## src/rtl/rv32_decode_execute_if.sv

```systemverilog
// Decode/execute stage bus: fetched instruction, PC and write-back data in;
// control signals, operands, ALU result and next PC out.
interface rv32_decode_execute_if;
   logic [31:0] instruction;
   logic [31:0] pc;
   logic [31:0] write_data;
   logic        branch;
   logic [1:0]  alu_op;
   logic        alu_src;
   logic        pc_src;
   logic        mem_read;
   logic        mem_write;
   logic        mem_to_reg;
   logic        reg_write;
   logic [31:0] read_data1;
   logic [31:0] read_data2;
   logic [31:0] imm32;
   logic        zero;
   logic [31:0] alu_result;
   logic [31:0] pc_out;

   modport master (
      output instruction, pc, write_data,
      input  branch, alu_op, alu_src, pc_src, mem_read, mem_write, mem_to_reg,
             reg_write, read_data1, read_data2, imm32, zero, alu_result, pc_out
   );

   modport slave (
      input  instruction, pc, write_data,
      output branch, alu_op, alu_src, pc_src, mem_read, mem_write, mem_to_reg,
             reg_write, read_data1, read_data2, imm32, zero, alu_result, pc_out
   );
endinterface

```

## src/rtl/rv32_decode_execute.sv

```systemverilog
// Single-cycle RV32I decode/execute: main controller, register file with
// immediate generator, ALU and next-PC logic. Only the register file is
// clocked; everything else is combinational.
module rv32_decode_execute #(
   parameter logic [31:0] RESET_VALUE = 32'h0000_0000
) (
   input logic                 clk,
   input logic                 rst,
   rv32_decode_execute_if.slave bus
);

   localparam logic [6:0] OP_R     = 7'b0110011;
   localparam logic [6:0] OP_I     = 7'b0010011;
   localparam logic [6:0] OP_LOAD  = 7'b0000011;
   localparam logic [6:0] OP_STORE = 7'b0100011;
   localparam logic [6:0] OP_BR    = 7'b1100011;
   localparam logic [6:0] OP_JAL   = 7'b1101111;
   localparam logic [6:0] OP_JALR  = 7'b1100111;
   localparam logic [6:0] OP_LUI   = 7'b0110111;
   localparam logic [6:0] OP_AUIPC = 7'b0010111;

   logic [31:0] instr;
   logic [6:0]  opcode;
   logic [4:0]  rd, rs1, rs2;
   logic [2:0]  funct3;
   logic        funct7_5;

   assign instr    = bus.instruction;
   assign opcode   = instr[6:0];
   assign rd       = instr[11:7];
   assign funct3   = instr[14:12];
   assign rs1      = instr[19:15];
   assign rs2      = instr[24:20];
   assign funct7_5 = instr[30];

   logic        branch, alu_src, pc_src, mem_read, mem_write, mem_to_reg, reg_write;
   logic [1:0]  alu_op;
   logic [31:0] imm32;
   logic        is_jump;

   // Main controller: unknown opcodes leave every control at 0
   always_comb begin
      branch     = 1'b0;
      alu_op     = 2'b00;
      alu_src    = 1'b0;
      pc_src     = 1'b0;
      mem_read   = 1'b0;
      mem_write  = 1'b0;
      mem_to_reg = 1'b0;
      reg_write  = 1'b0;
      case (opcode)
         OP_R:     begin reg_write = 1'b1; alu_op = 2'b10; pc_src = 1'b1; end
         OP_I:     begin reg_write = 1'b1; alu_src = 1'b1; pc_src = 1'b1; alu_op = 2'b10; end
         OP_LOAD:  begin mem_read = 1'b1; mem_to_reg = 1'b1; reg_write = 1'b1;
                         alu_src = 1'b1; pc_src = 1'b1; end
         OP_STORE: begin mem_write = 1'b1; alu_src = 1'b1; pc_src = 1'b1; end
         OP_BR:    begin branch = 1'b1; pc_src = 1'b1; alu_op = 2'b01; end
         OP_JAL,
         OP_JALR:  reg_write = 1'b1;
         OP_LUI:   begin reg_write = 1'b1; alu_src = 1'b1; alu_op = 2'b11; end
         OP_AUIPC: begin reg_write = 1'b1; alu_src = 1'b1; end
         default:  ;
      endcase
   end

   assign is_jump = (opcode == OP_JAL) || (opcode == OP_JALR);

   // Immediate generator, format picked by opcode, sign taken from bit 31
   always_comb begin
      imm32 = 32'h0;
      case (opcode)
         OP_I, OP_LOAD, OP_JALR: imm32 = {{20{instr[31]}}, instr[31:20]};
         OP_STORE:               imm32 = {{20{instr[31]}}, instr[31:25], instr[11:7]};
         OP_BR:                  imm32 = {{19{instr[31]}}, instr[31], instr[7],
                                          instr[30:25], instr[11:8], 1'b0};
         OP_LUI, OP_AUIPC:       imm32 = {instr[31:12], 12'b0};
         OP_JAL:                 imm32 = {{11{instr[31]}}, instr[31], instr[19:12],
                                          instr[20], instr[30:21], 1'b0};
         default:                imm32 = 32'h0;
      endcase
   end

   logic [31:0] regs [32];

   // Register file: async clear, write on rising edge, x0 never written
   always_ff @(posedge clk or posedge rst) begin
      if (rst) begin
         for (int i = 0; i < 32; i++) regs[i] <= RESET_VALUE;
      end else if (reg_write && rd != 5'd0) begin
         regs[rd] <= bus.write_data;
      end
   end

   // No bypass: reads see the value before the pending write lands
   logic [31:0] rd1, rd2;
   assign rd1 = (rs1 == 5'd0) ? 32'h0 : regs[rs1];
   assign rd2 = (rs2 == 5'd0) ? 32'h0 : regs[rs2];

   logic [31:0] op_a, op_b, alu_result, pc_plus4, pc_out;
   logic        zero;

   assign op_a     = pc_src  ? rd1   : bus.pc;
   assign op_b     = alu_src ? imm32 : rd2;
   assign pc_plus4 = bus.pc + 32'd4;

   // ALU; only R-type may turn add into sub, since I-type bit 30 is immediate
   always_comb begin
      alu_result = 32'h0;
      case (alu_op)
         2'b10: begin
            case (funct3)
               3'b000: alu_result = (opcode == OP_R && funct7_5) ? op_a - op_b : op_a + op_b;
               3'b001: alu_result = op_a << op_b[4:0];
               3'b010: alu_result = {31'b0, $signed(op_a) < $signed(op_b)};
               3'b011: alu_result = {31'b0, op_a < op_b};
               3'b100: alu_result = op_a ^ op_b;
               3'b101: alu_result = funct7_5 ? 32'($signed(op_a) >>> op_b[4:0])
                                             : op_a >> op_b[4:0];
               3'b110: alu_result = op_a | op_b;
               default: alu_result = op_a & op_b;
            endcase
         end
         2'b01:   alu_result = op_a - op_b;
         2'b11:   alu_result = imm32;
         default: alu_result = is_jump ? pc_plus4 : op_a + op_b;
      endcase
   end

   // Zero flag doubles as the branch-taken condition for branches
   always_comb begin
      zero = (alu_result == 32'h0);
      if (alu_op == 2'b01) begin
         case (funct3)
            3'b000:  zero = (op_a == op_b);
            3'b001:  zero = (op_a != op_b);
            3'b100:  zero = $signed(op_a) <  $signed(op_b);
            3'b101:  zero = $signed(op_a) >= $signed(op_b);
            3'b110:  zero = op_a <  op_b;
            3'b111:  zero = op_a >= op_b;
            default: zero = 1'b0;
         endcase
      end
   end

   // Next PC selection
   always_comb begin
      pc_out = pc_plus4;
      if (opcode == OP_JAL)      pc_out = bus.pc + imm32;
      else if (opcode == OP_JALR) pc_out = (rd1 + imm32) & ~32'd1;
      else if (branch && zero)   pc_out = bus.pc + imm32;
   end

   assign bus.branch     = branch;
   assign bus.alu_op     = alu_op;
   assign bus.alu_src    = alu_src;
   assign bus.pc_src     = pc_src;
   assign bus.mem_read   = mem_read;
   assign bus.mem_write  = mem_write;
   assign bus.mem_to_reg = mem_to_reg;
   assign bus.reg_write  = reg_write;
   assign bus.read_data1 = rd1;
   assign bus.read_data2 = rd2;
   assign bus.imm32      = imm32;
   assign bus.zero       = zero;
   assign bus.alu_result = alu_result;
   assign bus.pc_out     = pc_out;

endmodule

```

## src/flat_wrapper.sv

```systemverilog
// flat-port wrapper written by rule: the top's interface ports become plain ports
module rv32_decode_execute_flat 
#(
   parameter logic [31:0] RESET_VALUE = 32'h0000_0000
)
  (clk, rst, bus_instruction, bus_pc, bus_write_data, bus_branch, bus_alu_op, bus_alu_src, bus_pc_src, bus_mem_read, bus_mem_write, bus_mem_to_reg, bus_reg_write, bus_read_data1, bus_read_data2, bus_imm32, bus_zero, bus_alu_result, bus_pc_out);
  rv32_decode_execute_if bus_i ();
  input logic clk;
  input logic rst;
  input wire logic [$bits(bus_i.instruction)-1:0] bus_instruction;
  input wire logic [$bits(bus_i.pc)-1:0] bus_pc;
  input wire logic [$bits(bus_i.write_data)-1:0] bus_write_data;
  output wire logic [$bits(bus_i.branch)-1:0] bus_branch;
  output wire logic [$bits(bus_i.alu_op)-1:0] bus_alu_op;
  output wire logic [$bits(bus_i.alu_src)-1:0] bus_alu_src;
  output wire logic [$bits(bus_i.pc_src)-1:0] bus_pc_src;
  output wire logic [$bits(bus_i.mem_read)-1:0] bus_mem_read;
  output wire logic [$bits(bus_i.mem_write)-1:0] bus_mem_write;
  output wire logic [$bits(bus_i.mem_to_reg)-1:0] bus_mem_to_reg;
  output wire logic [$bits(bus_i.reg_write)-1:0] bus_reg_write;
  output wire logic [$bits(bus_i.read_data1)-1:0] bus_read_data1;
  output wire logic [$bits(bus_i.read_data2)-1:0] bus_read_data2;
  output wire logic [$bits(bus_i.imm32)-1:0] bus_imm32;
  output wire logic [$bits(bus_i.zero)-1:0] bus_zero;
  output wire logic [$bits(bus_i.alu_result)-1:0] bus_alu_result;
  output wire logic [$bits(bus_i.pc_out)-1:0] bus_pc_out;
  assign bus_i.instruction = bus_instruction;
  assign bus_i.pc = bus_pc;
  assign bus_i.write_data = bus_write_data;
  assign bus_branch = bus_i.branch;
  assign bus_alu_op = bus_i.alu_op;
  assign bus_alu_src = bus_i.alu_src;
  assign bus_pc_src = bus_i.pc_src;
  assign bus_mem_read = bus_i.mem_read;
  assign bus_mem_write = bus_i.mem_write;
  assign bus_mem_to_reg = bus_i.mem_to_reg;
  assign bus_reg_write = bus_i.reg_write;
  assign bus_read_data1 = bus_i.read_data1;
  assign bus_read_data2 = bus_i.read_data2;
  assign bus_imm32 = bus_i.imm32;
  assign bus_zero = bus_i.zero;
  assign bus_alu_result = bus_i.alu_result;
  assign bus_pc_out = bus_i.pc_out;
  rv32_decode_execute #(.RESET_VALUE(RESET_VALUE)) u_core (.clk(clk), .rst(rst), .bus(bus_i));
endmodule
```

## config.mk

```make
export PLATFORM = sky130hd
export DESIGN_NAME = rv32_decode_execute_flat
export DESIGN_NICKNAME = d
export VERILOG_FILES = /design/src/rtl/rv32_decode_execute_if.sv /design/src/rtl/rv32_decode_execute.sv /design/src/flat_wrapper.sv
export SDC_FILE = /design/constraint.sdc
export NUM_CORES = 2
export LEC_CHECK = 0
export ABC_AREA = 1
export ABC_CLOCK_PERIOD_IN_PS = 33000
export BUFFER_PORTS_ARGS = -buffer_cell sky130_fd_sc_hd__buf_2
export CORE_MARGIN = 4
export CORE_UTILIZATION = 36
export DETAILED_ROUTE_END_ITERATION = 8
export PLACE_DENSITY_LB_ADDON = 0.2
export SLEW_MARGIN = 20
export SYNTH_ARGS = -nofsm -noshare
export SYNTH_HDL_FRONTEND = slang
export SYNTH_SLANG_ARGS = --single-unit
```

## constraint.sdc

```tcl
create_clock -name clk -period 33 [get_ports clk]
set_clock_uncertainty 0.05 [all_clocks]
set_input_delay 6.6 -clock clk [delete_from_list [all_inputs] [get_ports clk]]
set_output_delay 6.6 -clock clk [all_outputs]
set_load 0.05 [all_outputs]
```

# Word-level counts from Yosys, hierarchy flattened
# Cells that the tools add are included.
# Widths: inputs -> output; s select.
[op_classes] bitwise_logic=6 magnitude_cmp=8 eq_ne=21 n_reduce_logical=16 n_mux=31 add_sub_neg=5 n_shift=3
[ops] operator="$bwmux 1024" count=1
[ops] operator="$mux 32" count=15
[ops] operator="$bmux 32 s5" count=2
[ops] operator="$pmux 32 s7" count=1
[ops] operator="$demux 32 s5" count=1
[ops] operator="$pmux 32 s5" count=1
[ops] operator="$add 32x32->32" count=3
[ops] operator="$pmux 32 s3" count=1
[ops] operator="$ge 32x32->1" count=2
[ops] operator="$lt 32x32->1" count=2
[ops] operator="$add 32x3->32 const B" count=1
[ops] operator="$and 32x32->32" count=1
[ops] operator="$eq 32x32->1" count=1
[ops] operator="$logic_not 32->1" count=1
[ops] operator="$ne 32x32->1" count=1
[ops] operator="$or 32x32->32" count=1
[ops] operator="$shl 32x5->32" count=1
[ops] operator="$shr 32x5->32" count=1
[ops] operator="$sshr 32x5->32" count=1
[ops] operator="$sub 32x32->32" count=1
[ops] operator="$xor 32x32->32" count=1
[ops] operator="$eq 7x6->1 const B" count=3
[ops] operator="$eq 7x7->1 const B" count=3
[ops] operator="$ge 6x6->1 const B" count=3
[ops] operator="other kinds (21)" count=41
[word_totals] in_bits=98 wordCells=122 regBits=1024 output_inout_bits=170

# Longest topological paths before layout
[logic_depth] depth_word=16 ltp_mapped=50 depth_no_buf=45

# Worst setup path before layout
# No wires, ideal clock.
[synth_timing] path_kind="in2out" startpoint="input bus_instruction[20]" endpoint="output bus_pc_out[0]" t_required_ns=26.350 setup_slack_ns=12.468 stages=40 path_buffers=8 arrival_ns=13.882 cell_sequence="buf_2 buf_4 buf_4 clkbuf_1 clkbuf_1 buf_1 o21ai_0 o22ai_1 o21ai_0 o22ai_1 o21ai_0 nor2_1 nand2_1 o21ai_0 inv_1 ha_1 buf_2 nand2_1 [... 4 more ...] nand2_1 nand2_1 nand2_1 inv_1 nand4_1 nand3_1 nor2_1 nand2_1 nand2_1 nand3_1 nor2_1 nand3_1 nor2_1 nand3_1 o21bai_4 buf_2 a21oi_1 o21ai_1"
[synth_via] word_cells_on_any_way=35 classes_between="add/sub (3); order compare (4); eq/ne (2); shift (3); mux (16); bitwise (4); reduce/logical (3)"
[synth_rtl] element="start: declaration" line="flat_wrapper.sv:10" rtl="input wire logic [$bits(bus_i.instruction)-1:0] bus_instruction;"
[synth_rtl] element="$not 5->6 (implied by the code)" line="rv32_decode_execute.sv:97" rtl="assign rd2 = (rs2 == 5'd0) ? 32'h0 : regs[rs2];"
[synth_rtl] element="$bmux 32 s5" line="rv32_decode_execute.sv:97"
[synth_rtl] element="$mux 32 (implied by the code) (2 in a row)" line="rv32_decode_execute.sv:97"
[synth_rtl] element="$mux 32 *" line="rv32_decode_execute.sv:97"
[synth_rtl] element="net bus_read_data2[10]" line="flat_wrapper.sv:22" rtl="output wire logic [$bits(bus_i.read_data2)-1:0] bus_read_data2;"
[synth_rtl] element="$mux 32 *" line="rv32_decode_execute.sv:103" rtl="assign op_b = alu_src ? imm32 : rd2;"
[synth_rtl] element="$lt 32x32->1, on equally long branches" line="rv32_decode_execute.sv:115, rv32_decode_execute.sv:114"
[synth_rtl] element="$pmux 32 s7 *" line="rv32_decode_execute.sv:111" rtl="case (funct3)"
[synth_rtl] element="$pmux 32 s3 *" line="rv32_decode_execute.sv:109" rtl="case (alu_op)"
[synth_rtl] element="net bus_alu_result[0]" line="flat_wrapper.sv:25" rtl="output wire logic [$bits(bus_i.alu_result)-1:0] bus_alu_result;"
[synth_rtl] element="$logic_not 32->1 *" line="rv32_decode_execute.sv:131" rtl="zero = (alu_result == 32'h0);"
[synth_rtl] element="$mux 1 *" line="rv32_decode_execute.sv:132" rtl="if (alu_op == 2'b01) begin"
[synth_rtl] element="net bus_zero" line="flat_wrapper.sv:24" rtl="output wire logic [$bits(bus_i.zero)-1:0] bus_zero;"
[synth_rtl] element="$logic_and 1x1->1 *" line="rv32_decode_execute.sv:150" rtl="else if (branch && zero) pc_out = bus.pc + imm32;"
[synth_rtl] element="$mux 32 *" line="rv32_decode_execute.sv:150"
[synth_rtl] element="$mux 32 *" line="rv32_decode_execute.sv:149" rtl="else if (opcode == OP_JALR) pc_out = (rd1 + imm32) & ~32'd1;"
[synth_rtl] element="$mux 32 *" line="rv32_decode_execute.sv:148" rtl="if (opcode == OP_JAL) pc_out = bus.pc + imm32;"
[synth_rtl] element="end: declaration" line="flat_wrapper.sv:26" rtl="output wire logic [$bits(bus_i.pc_out)-1:0] bus_pc_out;"
# The timed path passes the listed nets; every way through them passes the cells marked *. The select of a mux whose other input is x is not followed.

# Final worst setup path
[layout_timing] startpoint="input bus_instruction[21]" endpoint="output bus_pc_out[27]"
[layout_via] elab_chain_cells=16 word_cells_on_any_way=36 classes_between="add/sub (4); order compare (4); eq/ne (2); shift (3); mux (16); bitwise (4); reduce/logical (3)"
[layout_lines] element="$not 5->6 (implied by the code)" line="rv32_decode_execute.sv:97"
[layout_lines] element="$bmux 32 s5" line="rv32_decode_execute.sv:97"
[layout_lines] element="$mux 32 (implied by the code) (2 in a row)" line="rv32_decode_execute.sv:97"
[layout_lines] element="$mux 32" line="rv32_decode_execute.sv:97"
[layout_lines] element="$mux 32" line="rv32_decode_execute.sv:103"
[layout_lines] element="$add 32x32->32, or another cell as far along" line="rv32_decode_execute.sv:112, rv32_decode_execute.sv:125"
[layout_lines] element="$mux 32, on equally long branches" line="rv32_decode_execute.sv:112, rv32_decode_execute.sv:117"
[layout_lines] element="$pmux 32 s7" line="rv32_decode_execute.sv:111"
[layout_lines] element="$pmux 32 s3" line="rv32_decode_execute.sv:109"
[layout_lines] element="$logic_not 32->1" line="rv32_decode_execute.sv:131"
[layout_lines] element="$mux 1" line="rv32_decode_execute.sv:132"
[layout_lines] element="$logic_and 1x1->1" line="rv32_decode_execute.sv:150"
[layout_lines] element="$mux 32" line="rv32_decode_execute.sv:150"
[layout_lines] element="$mux 32" line="rv32_decode_execute.sv:149"
[layout_lines] element="$mux 32 *" line="rv32_decode_execute.sv:148"
# Every way passes the cells marked *; elsewhere a longest branch is shown, timed or not. The select of a mux whose other input is x is not followed.

==> key figures <==
Finish
  – Non-filler instance count after layout: 13,410
  – Share of cells above drive strength 1: 0.07632
  – Post-Layout Inst Area: 0.07886 mm^2
  – Layout Nets: 10,900
  – Syn-to-layout area delta: 9.124%
  – Largest Register: u_core.regs
  – Fill count: 21,380
  – Number of flip-flops in the largest register: 1,024
  – Largest registers: u_core.regs: 1024 flops
  – Core Util, Final: 0.3950

Detailed routing
  – Vias per std cell: 5.937
  – Final WL: 386,500 um
  – DRC: 0
  – Final ANT Viol Nets: 0
  – Vias post-DR: 79,610
  – Initial DRC count: 11,100
  – First-pass iteration count of the detailed router: 7
  – Wire per inst: 28.82 um

Yosys
  – Avg Inst Size Synth: 6.604 um^2
  – Sequential share of the synthesized area: 0.3546
  – Yosys warnings: 0
  – Ys async rst share: 1.000
  – Post-synth cell types: 61
  – Syn Nets: 11,210
  – Synth Register Bits: 1,024
  – Number of synthesized flops with an enable pin: 0
  – Post-synthesis instance area: 0.07227 mm^2
  – Cells after Synth: 10,940
  – Synth Flop Type: dfrtp_1

Worst setup path
  – Nature of the critical path startpoint: primary input
  – R2R cell count: 2
  – Reg-to-Reg Start: u_core.regs[357]
  – Reg-to-Reg End: u_core.regs[357]
  – CP Capture Type: primary output
  – Crit-path leading delay family: simple AND/OR/NAND/NOR gates
  – Slowest stage cell, crit path: o311ai_0
  – Slowest stage delay, CP: 0.90 ns
  – CP most frequent cell: nand2_1
  – Data arrival time of the critical path: 17.67 ns
  – Crit path buffers/inverters: 8
  – Crit path required time: 26.35 ns
  – Crit path max fanout: 70
  – FF-to-FF setup slack: 32.18 ns
  – Crit Path Category: in2out

Timing
  – Final hold violation count: 0
  – Worst-Margin Slew: 1.194 ns
  – Final setup violating endpoints: 0
  – Period utilization: 0.7369
  – Setup TNS: 0 ns
  – RSZ-0062 raised after global routing: no
  – Rel. slew slack: 0.2042
  – Maximum clock rate: 0.04112 GHz
  – Minimum clock period: 24.32 ns
  – Slew Viols, Final: 0

Floorplan
  – Core box area: 0.1997 mm^2
  – Die X: 456.1 um
  – Die area: 0.2080 mm^2
  – Initial Util: 0.3620
  – FP Rows: 164
  – Die height: 456.1 um
  – Top Ports: 268

Clocking
  – CTS clk-pin slew, worst paths: 0.06 ns
  – Clock Tree Buf Depth: 3
  – Clk Latency, worst-skew pair: 0.76 ns
  – Htree depth: 3
  – Post-CTS sizing: 0
  – # clock sinks: 1,024
  – Num CTS Buffers: 117
  – CTS Hold Bufs: 0
  – Clock root buffer master: clkbuf_16
  – CTS tree: yes
  – Setup repair bufs after CTS: 0

Placement
  – Port buffer count: 267
  – Post-Place Cells: 13,180
  – GP Congestion: 1.054
  – Detail Placement HPWL: 255,800 um
  – Area after DPL: 0.07490 mm^2

Global route
  – Initial antenna violation count: 27
  – Largest net degree at the start of global routing: 184
  – Grt ovf: 0
  – Vias in the first global route: 73,050
  – Tot GR Track Use: 0.3565
  – First-pass GRT wire length: 548,100 um

Power and ir drop
  – Switch share: 0.3671
  – NetSw: 0.001342 W
  – Worst VDD drop: 0.04421 mV
  – Flop pwr share: 0.373
  – Combinational Power Share: 0.262
  – Leak Pwr: 36.93 nW
  – Pwr Density: 46.34 mW/mm^2
  – Pint: 0.002313 W
  – Clock power frac: 0.366

Run
  – # Max-Cap Violations: 0

Status
  – Status: complete, no violations

Min path
  – Hold Path Class: reg2reg
  – Worst hold path cell count: 0
  – WHS Endpoint: u_core.regs[1005]
  – Hold Crit Start: u_core.regs[1005]
[worst max path at each step]
stage / startpoint / endpoint / slack (ns) / cells after the start
2_1_floorplan: rst / u_core.regs[0] / 12.24 / 1
3_5_place_dp: bus_instruction[21] / bus_pc_out[27] / 9.33 / 37
6_report: bus_instruction[21] / bus_pc_out[27] / 8.68 / 37
5_1_grt: bus_instruction[21] / bus_pc_out[27] / 8.65 / 37
3_3_place_gp: bus_instruction[21] / bus_pc_out[27] / 9.25 / 37
4_1_cts: bus_instruction[21] / bus_pc_out[27] / 9.30 / 37
[layout by cell type (no fill, tap or decap), drive strengths merged, types with 89 or more instances in the layout]
master  instances
nand2        3230
o21ai        1801
dfrtp        1024
nand3         960
nor2          874
inv           731
a21oi         547
buf           445
clkbuf        180
ha            159
o211ai        141
o22ai          90
xor2           89
[metrics by stage]
| step | total power [W] | setup slack, ns | hold WS (ns) |
|---|---|---|---|
| 2_1_floorplan | 0.001960 | 12.24 | 0.3790 |
| 6_report | 0.003654 | 8.681 | 0.3246 |
| 5_1_grt | 0.003791 | 8.651 | 0.3327 |
| 3_5_place_dp | 0.002311 | 9.330 | 0.3156 |
| 4_1_cts | 0.003648 | 9.304 | 0.3286 |
| 3_3_place_gp | 0.002312 | 9.250 | 0.3146 |
[cells in the mapped netlist (77+ instances only)]
master,count,share of area
clkbuf_1,597,0.031
a21oi_1,538,0.037
ha_1,159,0.028
nand2_1,3188,0.17
buf_2,147,0.010
o21ai_0,1763,0.12
o211ai_1,141,0.015
xor2_1,89,0.011
nand3_1,947,0.066
dfrtp_1,1024,0.35
o22ai_1,88,0.0076
inv_1,697,0.036
mux2i_1,77,0.011
nor2_1,865,0.045
[kinds of logic after synthesis]
logic type               share of synthesized area
AND/OR/NAND/NOR                             0.2958
AO/OA/AOI/OAI                               0.2069
buffers and inverters                      0.09131
XOR/XNOR                                   0.01212
flip-flops                                  0.3546
adder cells (fa/ha/maj)                    0.02864
multiplexers                               0.01066
[area by class of cell]
type / count / area (um^2) / share of cell area
Tap cell: 2656 / 3323 / 0.04214
Clock buffer: 180 / 3507 / 0.04447
Clock inverter: 28 / 340.3 / 0.004315
Inverter: 731 / 2779 / 0.03524
Multi-Input combinational cell: 8323 / 40420 / 0.5125
Timing Repair Buffer: 445 / 2814 / 0.03568
Sequential cell: 1024 / 25620 / 0.3249
Antenna cell: 23 / 57.56 / 0.0007298
[power groups by stage]
| stage | sequential [W] | combinational, W | clock [W] |
|---|---|---|---|
| 6_report | 0.00136 | 0.000956 | 0.00134 |
| 3_5_place_dp | 0.00138 | 0.000929 | 0 |
| 4_1_cts | 0.00136 | 0.000931 | 0.00136 |
| 5_1_grt | 0.00137 | 0.00102 | 0.00141 |
| 2_1_floorplan | 0.00137 | 0.000586 | 0 |
| 3_3_place_gp | 0.00138 | 0.000932 | 0 |
[metal layers]
layer / up-vias / track usage / wire length (um)
li1: 35520 / - / -
met1: 38470 / 0.4772 / 158400
met2: 4689 / 0.5381 / 166200
met3: 921 / 0.07046 / 36660
met4: 12 / 0.1995 / 25180
met5: - / 0 / 70
No activity file was read; power rests on OpenSTA's default activity.
